<file path="src/rtl/clkdiv_pkg.sv">
// clkdiv_multi shared constants and helpers.
// Used by the channel, the top and the write-bus interface.
package clkdiv_pkg;

  localparam int CW_DEF = 32;
  localparam int unsigned DIV_DEF = 50000000;

  // Wide enough for any supported counter width.
  localparam int HW = 64;

  // A programmed half-period of zero behaves as one.
  function automatic logic [HW-1:0] heff(
    input logic [HW-1:0] x
  );
    return (x == '0) ? HW'(1) : x;
  endfunction

  // Width of the channel select field (at least one bit).
  function automatic int sel_w(input int n);
    return (n > 1) ? $clog2(n) : 1;
  endfunction

endpackage

</file>
<file path="src/rtl/clkdiv_if.sv">
// clkdiv_multi divisor write bus.
// master drives a write, slave (the divider) consumes it.
interface clkdiv_if
  import clkdiv_pkg::*;
#(
  parameter int NCH = 4,
  parameter int CW  = CW_DEF
);

  localparam int SW = sel_w(NCH);

  logic          div_wr;
  logic [SW-1:0] div_sel;
  logic [CW-1:0] div_data;

  modport master (
    output div_wr,
    output div_sel,
    output div_data
  );

  modport slave (
    input div_wr,
    input div_sel,
    input div_data
  );

endinterface

</file>
<file path="src/rtl/clkdiv_multi_channel.sv">
// clkdiv_multi single channel: counter, shadowed divisor.
// CLKDIV_SYNC_EN adds the phase-align input sync.
module clkdiv_channel
  import clkdiv_pkg::*;
#(
  parameter int            CW          = CW_DEF,
  parameter logic [CW-1:0] DEFAULT_DIV = CW'(DIV_DEF)
) (
  input  logic          clk,
  input  logic          rst,
  input  logic          en,
`ifdef CLKDIV_SYNC_EN
  input  logic          sync,
`endif
  input  logic          wr,
  input  logic [CW-1:0] data,
  output logic          clk_out,
  output logic          tick
);

  logic [CW-1:0] cnt;
  logic [CW-1:0] active;
  logic [CW-1:0] pending;
  logic [CW-1:0] h;
  logic          stop;
  logic          term;

  assign h = CW'(heff(HW'(active)));

`ifdef CLKDIV_SYNC_EN
  assign stop = !en || sync;
`else
  assign stop = !en;
`endif

  assign term = (cnt == h - CW'(1));

  // Pending divisor: written by the bus, read at reload.
  always_ff @(posedge clk or negedge rst) begin
    if (!rst) begin
      pending <= DEFAULT_DIV;
    end else if (wr) begin
      pending <= data;
    end
  end

  // Counter and output; the active divisor only
  // reloads at a terminal count or while held.
  always_ff @(posedge clk or negedge rst) begin
    if (!rst) begin
      cnt     <= '0;
      active  <= DEFAULT_DIV;
      clk_out <= 1'b0;
      tick    <= 1'b0;
    end else if (stop) begin
      cnt     <= '0;
      active  <= pending;
      clk_out <= 1'b0;
      tick    <= 1'b0;
    end else if (term) begin
      cnt     <= '0;
      active  <= pending;
      clk_out <= !clk_out;
      tick    <= !clk_out;
    end else begin
      cnt     <= cnt + CW'(1);
      tick    <= 1'b0;
    end
  end

endmodule

</file>
<file path="src/rtl/clkdiv_multi.sv">
// clkdiv_multi: NCH independent clock-enable dividers.
// Optional macro CLKDIV_SYNC_EN adds the sync input.
module clkdiv_multi
  import clkdiv_pkg::*;
#(
  parameter int          NCH         = 4,
  parameter int          CW          = CW_DEF,
  parameter int unsigned DEFAULT_DIV = DIV_DEF
) (
  input  logic           clk,
  input  logic           rst,
  input  logic [NCH-1:0] en,
`ifdef CLKDIV_SYNC_EN
  input  logic           sync,
`endif
  clkdiv_if.slave        bus,
  output logic [NCH-1:0] clk_out,
  output logic [NCH-1:0] tick
);

  localparam int SW = sel_w(NCH);

  logic [NCH-1:0] wr;

  // Steer the write to the addressed channel only;
  // selects past the last channel match nothing.
  always_comb begin
    wr = '0;
    for (int i = 0; i < NCH; i++) begin
      wr[i] = bus.div_wr && (bus.div_sel == SW'(i));
    end
  end

  for (genvar g = 0; g < NCH; g++) begin : g_ch
    clkdiv_channel #(
      .CW          (CW),
      .DEFAULT_DIV (CW'(DEFAULT_DIV))
    ) u_ch (
      .clk     (clk),
      .rst     (rst),
      .en      (en[g]),
`ifdef CLKDIV_SYNC_EN
      .sync    (sync),
`endif
      .wr      (wr[g]),
      .data    (bus.div_data),
      .clk_out (clk_out[g]),
      .tick    (tick[g])
    );
  end

endmodule

</file>
<file path="src/flat_wrapper.sv">
// flat-port wrapper written by rule: the top's interface ports become plain ports
module clkdiv_multi_flat import clkdiv_pkg::*;
#(
  parameter int          NCH         = 4,
  parameter int          CW          = CW_DEF,
  parameter int unsigned DEFAULT_DIV = DIV_DEF
)
  (clk, rst, en, clk_out, tick, bus_div_wr, bus_div_sel, bus_div_data);
  clkdiv_if #(.NCH(NCH), .CW(CW)) bus_i ();
  input  logic clk;
  input  logic rst;
  input  logic [NCH-1:0] en;
  output logic [NCH-1:0] clk_out;
  output logic [NCH-1:0] tick;
  input wire logic [$bits(bus_i.div_wr)-1:0] bus_div_wr;
  input wire logic [$bits(bus_i.div_sel)-1:0] bus_div_sel;
  input wire logic [$bits(bus_i.div_data)-1:0] bus_div_data;
  assign bus_i.div_wr = bus_div_wr;
  assign bus_i.div_sel = bus_div_sel;
  assign bus_i.div_data = bus_div_data;
  clkdiv_multi #(.NCH(NCH), .CW(CW), .DEFAULT_DIV(DEFAULT_DIV)) u_core (.clk(clk), .rst(rst), .en(en), .bus(bus_i), .clk_out(clk_out), .tick(tick));
endmodule
</file>
<file path="config.mk">
export PLATFORM = sky130hd
export DESIGN_NAME = clkdiv_multi_flat
export DESIGN_NICKNAME = d
export VERILOG_FILES = /design/src/rtl/clkdiv_pkg.sv /design/src/rtl/clkdiv_if.sv /design/src/rtl/clkdiv_multi_channel.sv /design/src/rtl/clkdiv_multi.sv /design/src/flat_wrapper.sv
export SDC_FILE = /design/constraint.sdc
export NUM_CORES = 1
export LEC_CHECK = 0
export BUFFER_PORTS_ARGS = -buffer_cell sky130_fd_sc_hd__buf_4
export CORE_MARGIN = 1.5
export CORE_UTILIZATION = 68
export DETAILED_ROUTE_END_ITERATION = 10
export PLACE_DENSITY = 0.86
export SYNTH_ARGS = -nofsm -noshare
export SYNTH_HDL_FRONTEND = slang
export SYNTH_SLANG_ARGS = --single-unit
</file>
<file path="constraint.sdc">
create_clock -name clk -period 9.15 [get_ports clk]
set_clock_uncertainty 0.1 [all_clocks]
set_input_delay 1.83 -clock clk [delete_from_list [all_inputs] [get_ports clk]]
set_output_delay 1.83 -clock clk [all_outputs]
set_load 0.01 [all_outputs]
</file>
==> results.sh <==
export IMPL_status="complete, no violations"
export IMPL_area_growth_syn_to_layout_pct=9.46
export IMPL_slew_headroom=0.272
export IMPL_routed_wl_um=54800
export IMPL_die_y_um=181
export IMPL_drv_slew=0
export IMPL_first_pass_iters=7
export IMPL_antenna_found_initial=3
export IMPL_track_usage=0.340
export IMPL_synth_yosys_seq_area_share=0.462
export IMPL_grt_pass1_vias=16000
export IMPL_clockBufferDepth=3
export IMPL_pwr_density_cell_nw_per_um2=219
export IMPL_async_reset_ff_frac=1.00
export IMPL_finalHoldViolCount=0
export IMPL_power_leakage_nw=9.37
export IMPL_post_place_ws_ps=3060
export IMPL_cts_tree="done"
export IMPL_dp_hpwl_um=37500
export IMPL_final_nets=2081
export IMPL_cpMaxStageDelayCell="o31ai_4"
export IMPL_crit_chain="or4_1, or3_1, nor3_1, a21oi_1, ha_1, or4b_2, nor3_1, nor4bb_1, or4b_2, nor4_1, nand4_1, o31ai_4, buf_4, mux2_2"
export IMPL_critPathMaxStageDelay_ps=940
export IMPL_holdBufCountCts=0
export IMPL_critPathKind="register to register"
export IMPL_die_area_um2=32700
export IMPL_regToRegSetupSlack_ps=2860
export IMPL_cp_top_family="simple AND/OR/NAND/NOR gates"
export IMPL_yosys_most_used_dff="dfrtp_1"
export IMPL_startpoint_type="register"
export IMPL_yosys_area_top_type="dfrtp_1"
export IMPL_p_sw_mw=1.54
export IMPL_crit_arrival_ps=6630
export IMPL_avgSynthCellArea_um2=10.6
export IMPL_crit_required_ps=9490
export IMPL_netlist_area_um2=21500
export IMPL_netlist_top_cells_area="dfrtp_1, mux2_2, dfstp_2, xnor2_1, xor2_1"
export IMPL_internal_power_mw=3.62
export IMPL_layout_min_cycle_time_ps=6290
export IMPL_grt_ovfl_total=0
export IMPL_grt_max_degree=192
export IMPL_final_antenna_net_count=0
export IMPL_gp_congestion=0.974
export IMPL_rsz0062_at_grt="false"
export IMPL_pin_count=49
export IMPL_synth_edff_count=0
export IMPL_critPathMaxFanout=39
export IMPL_rows=64
export IMPL_die_w_um=181
export IMPL_fmax_mhz=159
export IMPL_reg2reg_from="u_core.g_ch[0].u_ch.active[26]"
export IMPL_wl_per_cell_um=22.2
export IMPL_finalSetupViolations=0
export IMPL_ys_seq_elements=392
export IMPL_min_from="u_core.g_ch[3].u_ch.pending[24]"
export IMPL_first_iter_violations=1419
export IMPL_cts_setup_buffers=0
export IMPL_ys_warn_count=0
export IMPL_p_comb_frac=0.178
export IMPL_fin_total_pwr_mw=5.15
export IMPL_cap_viol_max_count=0
export IMPL_netlist_area_leader_share=0.345
export IMPL_cts_sink_count=392
export IMPL_fillers=1977
export IMPL_reg2reg_depth=14
export IMPL_clkLatencyLatePin_ps=560
export IMPL_worst_slack_ps=2860
export IMPL_setup_tns_ps=0
export IMPL_worst_slew_pin_slew_ps=1090
export IMPL_grt_pass1_wl_um=88000
export IMPL_worst_path_buf_inv=1
export IMPL_drc=0
export IMPL_cts_made_buffers=41
export IMPL_ys_types=83
export IMPL_via_per_inst=6.61
export IMPL_finalCritPeriodShare=0.687
export IMPL_initial_utilization=0.697
export IMPL_htreeDepth=2
export IMPL_pwr_share_clk=0.358
export IMPL_io_buffers=48
export IMPL_pwr_share_seq=0.464
export IMPL_timing_rr_end="u_core.g_ch[0].u_ch.active[4]"
export IMPL_drive_gt1_frac=0.235
export IMPL_synth_cells=2025
export IMPL_endpoint_kind="register"
export IMPL_whs_endpoint="u_core.g_ch[3].u_ch.active[24]"
export IMPL_whs_path_depth=1
export IMPL_dr_total_vias=16300
export IMPL_cts_root_buffer="clkbuf_16"
export IMPL_hold_path_class="register to register"
export IMPL_coreArea_um2=30800
export IMPL_synth_fp_nets=2074
export IMPL_max_vdd_ir_drop_mv=0.172
export IMPL_p_sw_frac=0.298
export IMPL_clk_pin_slew_worst_paths_ps=70
export IMPL_worst_path_stages=14
export IMPL_cts_resized=0
## sequential cells by signal (all words and copies together) (netlist names)
| register | count |
|---|---|
| u_core.g_ch.u_ch.tick | 4 |
| u_core.g_ch.u_ch.active | 128 |
| u_core.g_ch.u_ch.cnt | 128 |
| u_core.g_ch.u_ch.pending | 128 |
| u_core.g_ch.u_ch.clk_out | 4 |
## cell usage after synthesis (17+ instances only)
cell type and n:
mux2i_1 17, o21ai_0 21, or3_1 21, nand3_1 73, dfstp_2 96, nand4_1 41
or4_1 39, inv_1 36, mux2_1 33, mux2_2 226, xor2_1 122, and3_1 34
xnor2_1 135, buf_2 17, nor2_1 226, dfrtp_1 296, a21oi_1 17, nand2_1 112
nor4_1 55, clkbuf_1 58, nor3_1 59
## layout by cell type (no fill, tap or decap), types with 36 or more instances in the layout
cell type,netlist,routed
nand4_1,41,41
clkbuf_16,0,42
dfrtp_1,296,296
nand2_1,112,112
mux2_2,226,226
nand3_1,73,73
xor2_1,122,122
inv_1,36,36
nor2_1,226,226
xnor2_1,135,135
buf_4,14,65
nor4_1,55,55
dfstp_2,96,96
or4_1,39,39
nor3_1,59,59
## area by class of cell
| type | instances | area (um2) | area share |
|---|---|---|---|
| repair buffers | 67 | 523 | 0.0222 |
| flip-flops and latches | 392 | 9930 | 0.422 |
| clock inverters | 19 | 310 | 0.0132 |
| diodes | 3 | 7.51 | 0.000319 |
| well taps | 396 | 495 | 0.0211 |
| inverters | 36 | 135 | 0.00574 |
| multi-input cells | 1494 | 10900 | 0.464 |
| clock buffers | 57 | 1200 | 0.0509 |
## power groups by stage
stage	registers, mW	clock network [mW]	logic [mW]
after detailed placement	2.40	0	0.889
after global routing	2.43	1.93	0.999
after floorplan	2.23	0	0.733
after CTS	2.38	1.86	0.906
after global placement	2.38	0	0.849
final	2.39	1.85	0.915
## cells by family (layout without fill, tap and decap cells)
logic type | after synthesis | after routing | share of synthesized area
simple gates | 773 | 773 | 0.188
fa+ha+maj | 9 | 9 | 0.00512
other cells | 0 | 3 | 0
mux | 276 | 276 | 0.144
buf+inv | 139 | 179 | 0.0298
compound gates | 179 | 179 | 0.0664
flops | 392 | 392 | 0.462
xor+xnor | 257 | 257 | 0.105
## worst max path at each step
| stage | start | slack [ps] | endpoint |
|---|---|---|---|
| after floorplan | u_core.g_ch[1].u_ch.active[14] | 3660 | u_core.g_ch[1].u_ch.active[10] |
| after global placement | u_core.g_ch[0].u_ch.active[26] | 3240 | u_core.g_ch[0].u_ch.active[9] |
| after detailed placement | u_core.g_ch[0].u_ch.active[26] | 3060 | u_core.g_ch[0].u_ch.active[4] |
| after CTS | u_core.g_ch[0].u_ch.active[26] | 3010 | u_core.g_ch[0].u_ch.active[4] |
| after global routing | u_core.g_ch[0].u_ch.active[26] | 2540 | u_core.g_ch[0].u_ch.active[3] |
| final | u_core.g_ch[0].u_ch.active[26] | 2860 | u_core.g_ch[0].u_ch.active[4] |
## metal layers
layer,part of all wire,track usage,vias up
li1,-,-,7298
met1,0.42,0.467,8116
met2,0.49,0.560,749
met3,0.063,0.0494,128
met4,0.029,0.106,0
met5,0,0,-
## metrics by stage
| step | hold slack, ps | cell area [um2] | util | instances |
|---|---|---|---|---|
| after floorplan | 356 | 21500 | - | 2025 |
| after global placement | 369 | 22000 | 0.714 | 2385 |
| after detailed placement | 381 | 22000 | 0.714 | 2385 |
| after CTS | 395 | 23500 | 0.763 | 2461 |
| after global routing | 426 | 23500 | 0.763 | 2461 |
| final | 391 | 23500 | 0.763 | 2464 |
(Power assumes the default switching activity.)
